--- src/rtl/rx_decode_sequencer_pkg.sv ---
// Shared types and widths for the RX decode sequencer and its codeword FIFO.
package rx_decode_sequencer_pkg;

  localparam int unsigned CwWidth   = 7;  // Hamming(7,4) codeword
  localparam int unsigned DataWidth = 4;  // decoded nibble
  localparam int unsigned ErrWidth  = 8;  // saturating error counter

  typedef enum logic [1:0] {
    StIdle  = 2'd0,
    StIssue = 2'd1,
    StWait  = 2'd2,
    StHold  = 2'd3
  } state_e;

endpackage

--- src/rtl/rx_codeword_fifo.sv ---
// Small circular buffer of received codewords; head is the oldest entry.
module rx_codeword_fifo
  import rx_decode_sequencer_pkg::*;
#(
  parameter int unsigned Depth = 4
) (
  input  logic               clk,
  input  logic               rst_n,
  input  logic               push,
  input  logic               pop,
  input  logic [CwWidth-1:0] wdata,
  output logic               full,
  output logic               empty,
  output logic [CwWidth-1:0] head
);

  localparam int unsigned PtrW = (Depth > 1) ? $clog2(Depth) : 1;
  localparam int unsigned CntW = $clog2(Depth + 1);

  logic [CwWidth-1:0] mem_q [Depth];
  logic [PtrW-1:0]    wr_ptr_q, rd_ptr_q;
  logic [CntW-1:0]    count_q, count_d;
  logic               do_push, do_pop;

  assign full    = (count_q == CntW'(Depth));
  assign empty   = (count_q == '0);
  assign head    = mem_q[rd_ptr_q];
  assign do_pop  = pop & ~empty;
  // A push into a full buffer still lands if the same cycle frees a slot.
  assign do_push = push & (~full | do_pop);

  // Occupancy bookkeeping for simultaneous push/pop.
  always_comb begin
    count_d = count_q;
    unique case ({do_push, do_pop})
      2'b10:   count_d = count_q + CntW'(1);
      2'b01:   count_d = count_q - CntW'(1);
      default: count_d = count_q;
    endcase
  end

  // Pointers wrap naturally because Depth is a power of two.
  always_ff @(posedge clk or negedge rst_n) begin
    if (!rst_n) begin
      wr_ptr_q <= '0;
      rd_ptr_q <= '0;
      count_q  <= '0;
    end else begin
      if (do_push) wr_ptr_q <= wr_ptr_q + PtrW'(1);
      if (do_pop)  rd_ptr_q <= rd_ptr_q + PtrW'(1);
      count_q <= count_d;
    end
  end

  // Storage needs no reset; only entries behind the pointers are ever read.
  always_ff @(posedge clk) begin
    if (do_push) mem_q[wr_ptr_q] <= wdata;
  end

endmodule

--- src/rtl/rx_decode_sequencer.sv ---
// Buffers UART codewords, feeds them one at a time to a Hamming decoder and
// holds each decoded nibble until the consumer takes it.
module rx_decode_sequencer
  import rx_decode_sequencer_pkg::*;
#(
  parameter int unsigned FIFO_DEPTH  = 4,
  parameter int unsigned DEC_TIMEOUT = 7
) (
  input  logic                 clk,
  input  logic                 rst_n,
  input  logic                 ena,
  input  logic                 uart_valid,
  input  logic [CwWidth-1:0]   uart_data,
  output logic                 dec_ena,
  output logic [CwWidth-1:0]   dec_in,
  input  logic                 dec_valid,
  input  logic [DataWidth-1:0] dec_data,
  input  logic [2:0]           dec_syndrome,
  output logic                 out_valid,
  output logic [DataWidth-1:0] out_data,
  input  logic                 out_ready,
  output logic [ErrWidth-1:0]  err_count,
  output logic [3:0]           status
);

  localparam int unsigned TimerW = $clog2(DEC_TIMEOUT + 1);
  localparam logic [TimerW-1:0] TimeoutVal = TimerW'(DEC_TIMEOUT);

  state_e               state_q, state_d;
  logic [TimerW-1:0]    timer_q, timer_d, timer_inc;
  logic                 dec_ena_q, dec_ena_d;
  logic [CwWidth-1:0]   dec_in_q, dec_in_d;
  logic [DataWidth-1:0] out_data_q, out_data_d;
  logic [ErrWidth-1:0]  err_q, err_d;
  logic                 overflow_q, overflow_d;
  logic                 timeout_q, timeout_d;
  logic                 pop_req;

  logic                 fifo_push, fifo_pop, fifo_full, fifo_empty;
  logic [CwWidth-1:0]   fifo_head;

  assign fifo_push = ena & uart_valid;
  assign fifo_pop  = ena & pop_req;

  rx_codeword_fifo #(
    .Depth (FIFO_DEPTH)
  ) u_fifo (
    .clk   (clk),
    .rst_n (rst_n),
    .push  (fifo_push),
    .pop   (fifo_pop),
    .wdata (uart_data),
    .full  (fifo_full),
    .empty (fifo_empty),
    .head  (fifo_head)
  );

  assign timer_inc = timer_q + TimerW'(1);

  // Next-state logic for the issue/wait/hold sequence.
  always_comb begin
    state_d    = state_q;
    timer_d    = timer_q;
    dec_ena_d  = 1'b0;
    dec_in_d   = dec_in_q;
    out_data_d = out_data_q;
    err_d      = err_q;
    timeout_d  = timeout_q;
    pop_req    = 1'b0;
    // A drop only happens when the buffer is full and no slot frees this cycle.
    overflow_d = overflow_q | (fifo_push & fifo_full & ~fifo_pop);
    unique case (state_q)
      StIdle: begin
        if (!fifo_empty) state_d = StIssue;
      end
      StIssue: begin
        dec_ena_d = 1'b1;
        dec_in_d  = fifo_head;
        pop_req   = 1'b1;
        timer_d   = '0;
        state_d   = StWait;
      end
      StWait: begin
        // A result in the final cycle beats the timeout.
        if (dec_valid) begin
          out_data_d = dec_data;
          if ((dec_syndrome != 3'b000) && (err_q != '1)) err_d = err_q + ErrWidth'(1);
          state_d = StHold;
        end else if (timer_inc == TimeoutVal) begin
          timeout_d = 1'b1;
          state_d   = StIdle;
        end else begin
          timer_d = timer_inc;
        end
      end
      StHold: begin
        if (out_ready) state_d = StIdle;
      end
      default: state_d = StIdle;
    endcase
  end

  // State registers; ena low freezes everything and suppresses the strobe.
  always_ff @(posedge clk or negedge rst_n) begin
    if (!rst_n) begin
      state_q    <= StIdle;
      timer_q    <= '0;
      dec_ena_q  <= 1'b0;
      dec_in_q   <= '0;
      out_data_q <= '0;
      err_q      <= '0;
      overflow_q <= 1'b0;
      timeout_q  <= 1'b0;
    end else if (ena) begin
      state_q    <= state_d;
      timer_q    <= timer_d;
      dec_ena_q  <= dec_ena_d;
      dec_in_q   <= dec_in_d;
      out_data_q <= out_data_d;
      err_q      <= err_d;
      overflow_q <= overflow_d;
      timeout_q  <= timeout_d;
    end else begin
      dec_ena_q  <= 1'b0;
    end
  end

  assign dec_ena   = dec_ena_q;
  assign dec_in    = dec_in_q;
  assign out_valid = (state_q == StHold);
  assign out_data  = out_data_q;
  assign err_count = err_q;
  assign status    = {overflow_q, timeout_q, state_q};

endmodule
--- config.mk ---
export PLATFORM = sky130hd
export DESIGN_NAME = rx_decode_sequencer
export DESIGN_NICKNAME = d
export VERILOG_FILES = /design/src/rtl/rx_decode_sequencer_pkg.sv /design/src/rtl/rx_codeword_fifo.sv /design/src/rtl/rx_decode_sequencer.sv
export SDC_FILE = /design/constraint.sdc
export NUM_CORES = 1
export LEC_CHECK = 0
export ABC_AREA = 0
export CAP_MARGIN = 20
export CORE_MARGIN = 4
export CORE_UTILIZATION = 55
export CTS_BUF_LIST = sky130_fd_sc_hd__clkbuf_4 sky130_fd_sc_hd__clkbuf_8
export DETAILED_ROUTE_END_ITERATION = 16
export GPL_ROUTABILITY_DRIVEN = 0
export PLACE_DENSITY = 0.79
export SLEW_MARGIN = 20
export SYNTH_ARGS = -nofsm -noshare
export SYNTH_HDL_FRONTEND = slang
export SYNTH_SLANG_ARGS = --single-unit
--- constraint.sdc ---
create_clock -name clk -period 2.7 [get_ports clk]
set_input_delay 0.54 -clock clk [delete_from_list [all_inputs] [get_ports clk]]
set_output_delay 0.54 -clock clk [all_outputs]
set_load 0.05 [all_outputs]
==> run_results.csv <==
group,metric,value,unit
clocking,postCtsSetupRepairBufs,0,
clocking,htreeDepth,3,
worst_setup_path,end_kind,"register",
logic_synthesis,ys.flop_type,"dfrtp_1",
floorplan,io_pins,45,
logic_synthesis,yosysTopAreaCellShare,30.18,%
global_routing,grt_pass1_wl,8.521,mm
placement,place_area,3328,um2
floorplan,die_x,79.59,um
power,peakVddDrop,0.6008,mV
worst_setup_path,critPathArrivalTime,2.61,ns
placement,dpl.hpwl,3.382,mm
timing,post-route-period-util,89.07,%
power,powerDensity,1094,nW/um2
floorplan,core.rowCount,25,
finish,multi_input_area,1022,um2
clocking,cts_resized,0,
power,p_leak,1.395,nW
logic_synthesis,ys_types,46,
worst_setup_path,r2r_slack,0.54,ns
finish,final_area,3528,um2
drt,route.detailed.drc,0,
floorplan,die_area,6335,um2
clocking,tritoncts_num_sinks,62,
finish,nFillCells,341,
worst_setup_path,crit_path_max_fanout,2,
finish,drive_gt1_share,18.75,%
clocking,cts_buffers,9,
logic_synthesis,async_reset_ff_share,54.84,%
finish,area.sequential,1692,um2
logic_synthesis,ys_ff_latch,62,
power,pwr-share-comb,41.2,%
placement,place_ws,-0.05119,ns
drt,dr.max_layer_used,"met4",
finish,antenna_cells,0,
drt,detail-route-antenna-nets,0,
floorplan,die_h,79.59,um
worst_setup_path,start_kind,"input pin",
drt,vias_per_cell,5.467,
logic_synthesis,syn_nets,227,
global_routing,antenna_found_initial,0,
power,p_int,0.002363,W
logic_synthesis,yosysTopAreaCell,"dfrtp_1",
timing,min_period,2.405,ns
logic_synthesis,syn-mean-instance-area,14.17,um2
drt,wl_met2,2.390,mm
global_routing,overflow,0,
drt,vias,1766,
clocking,cts.reportedPaths.clkPinSlew,0.07,ns
logic_synthesis,syn_area,2819,um2
timing,rsz0062_at_grt,"no",
outcome,status,"completed",
run,drv_cap,0,
logic_synthesis,synthTopCellsByArea,"dfrtp_1 (30%), edfxtp_1 (30%), mux4_2 (5.6%)",
placement,io_buffers,44,
clocking,clock_latency,0.33,ns
clocking,root_buffer,"clkbuf_8",
worst_hold_path,min_path_type,"register to register",
drt,wl_met3,285,um
timing,fin_skew,0.007443,ns
timing,fin_ws,0.2951,ns
worst_setup_path,cp_slowest_stage_delay,0.53,ns
worst_setup_path,path_cells,"clkdlybuf4s50_1, nand3b_1, or3_1, fa_1, or4b_1, o21ai_0, a32oi_1",
logic_synthesis,yosysSeqAreaShare,60.01,%
drt,drt-pass1-iter-count,4,
logic_synthesis,syn-instance-count,199,
timing,tightest_slew,0.5132,ns
worst_setup_path,critPathKind,"input pin to register",
drt,wire_per_inst,15.29,um
finish,areaGrowthSynthToFinish,25.17,%
floorplan,initial_core_util,58.14,%
drt,wl_met1,2.196,mm
finish,nNetsFinal,279,
power,switching_share,38.79,%
clocking,cts_buffer_depth,2,
power,clock_power_share,21.1,%
clocking,cts_tree,"yes",
timing,holdWs,0.4728,ns
timing,slew_headroom,65.79,%
worst_setup_path,required,2.90,ns
timing,hold_viol,0,
power,seqPwrFrac,37.6,%
logic_synthesis,synth-edff-count,28,
power,p_total,0.003860,W
timing,setup_violations,0,
drt,drt_wl_total,4.938,mm
global_routing,grt_pass1_vias,1820,
worst_setup_path,slowest_stage,"or4b_1",
clocking,cts.hold.buffers_added,0,
global_routing,grt_max_degree,35,
global_routing,track_usage,17.86,%
logic_synthesis,ys_warn_count,0,
timing,drv_slew,0,
floorplan,coreArea,4848,um2
power,p_switching,0.001498,W
timing,max_freq,415.8,MHz
drt,first_iter_violations,110,
metrics by stage:
step	TNS (ns)	std cells	utilization (%)
finish	0	323	72.77
global route	0	323	72.77
CTS	0	323	72.77
detailed placement	-0.05119	307	68.65
global placement	0	307	68.65
floorplan	0	199	-
cell usage in the layout, fill, tap and decap left out, types with 3 or more instances in the layout:
cell type         n
a21oi_1           4
and2_1            6
buf_4             8
clkbuf_8         10
clkdlybuf4s50_1  44
dfrtp_1          34
edfxtp_1         28
ha_1              7
inv_1             8
mux2_2           13
mux4_2            7
nand2_1           8
nand3_1           9
nor2_1            7
nor3_1            3
o21ai_0           9
xnor2_1           4
xor2_1            8
worst paths after layout:
path | from | to | cells past startpoint
min in group asynchronous | rst_n | u_fifo.count_q[1] | 2
worst max register to register | u_fifo.count_q[1] | u_fifo.count_q[2] | 6
max in group asynchronous | rst_n | overflow_q | 2
worst min register to register | timeout_q | timeout_q | 2
worst max-delay path | ena | u_fifo.count_q[2] | 7
worst min-delay path | timeout_q | timeout_q | 2
area by class of cell:
class,instances,area share (%)
clock inverter,4,1.348
sequential,62,47.94
clock buffer,12,4.326
timing repair buffer,52,14.18
tap,67,2.376
inverter,8,0.8511
multi-input combinational,118,28.97
power by group through the flow:
stage	registers, W	logic [W]	clock network, W
global route	0.00150	0.00171	0.000878
detailed placement	0.00147	0.00160	0
floorplan	0.00184	0.000753	0
finish	0.00145	0.00159	0.000815
CTS	0.00146	0.00161	0.000832
global placement	0.00147	0.00158	0
cell families after synthesis:
kind of cell,count (synthesis),share of synthesized area (%)
xor+xnor,12,3.728
simple gates,52,11.23
mux,20,10.79
flops,62,60.01
fa+ha+maj,8,3.817
compound gates,26,6.702
buf+inv,19,3.728
cells in the mapped netlist (2+ instances only):
cell type / instances
or3_1: 2
o31ai_1: 2
buf_2: 3
mux4_2: 7
nand3_1: 9
a211oi_1: 2
inv_1: 8
nand2_1: 8
xor2_1: 8
nand2b_1: 2
nor2_1: 7
or3b_1: 2
clkbuf_1: 3
edfxtp_1: 28
o21ai_0: 9
nor3_1: 3
xnor2_1: 4
mux2_2: 13
buf_4: 2
buf_6: 3
a31oi_1: 2
a21oi_1: 4
and2_1: 6
dfrtp_1: 34
ha_1: 7
flip-flops by register name, summed over array words and instances (netlist names):
name and count:
dec_ena 1, dec_in 7, err_count 8, out_data 4
overflow_q 1, state_q 2, timeout_q 1, timer_q 3
u_fifo.count_q 3, u_fifo.mem_q 28, u_fifo.rd_ptr_q 2, u_fifo.wr_ptr_q 2
critical path, delay by kind of cell:
| family | cells | cell delay [ns] |
|---|---|---|
| simple gates | 3 | 1.00 |
| buf+inv | 1 | 0.48 |
| compound gates | 2 | 0.21 |
| fa+ha+maj | 1 | 0.38 |
routing by layer:
| metal | track usage [%] | up-vias |
|---|---|---|
| li1 | - | 831 |
| met1 | 22.48 | 880 |
| met2 | 28.80 | 48 |
| met3 | 4.628 | 7 |
| met4 | 8.419 | 0 |
| met5 | 0 | - |
Note: power is estimated with default switching activity, not from simulation.
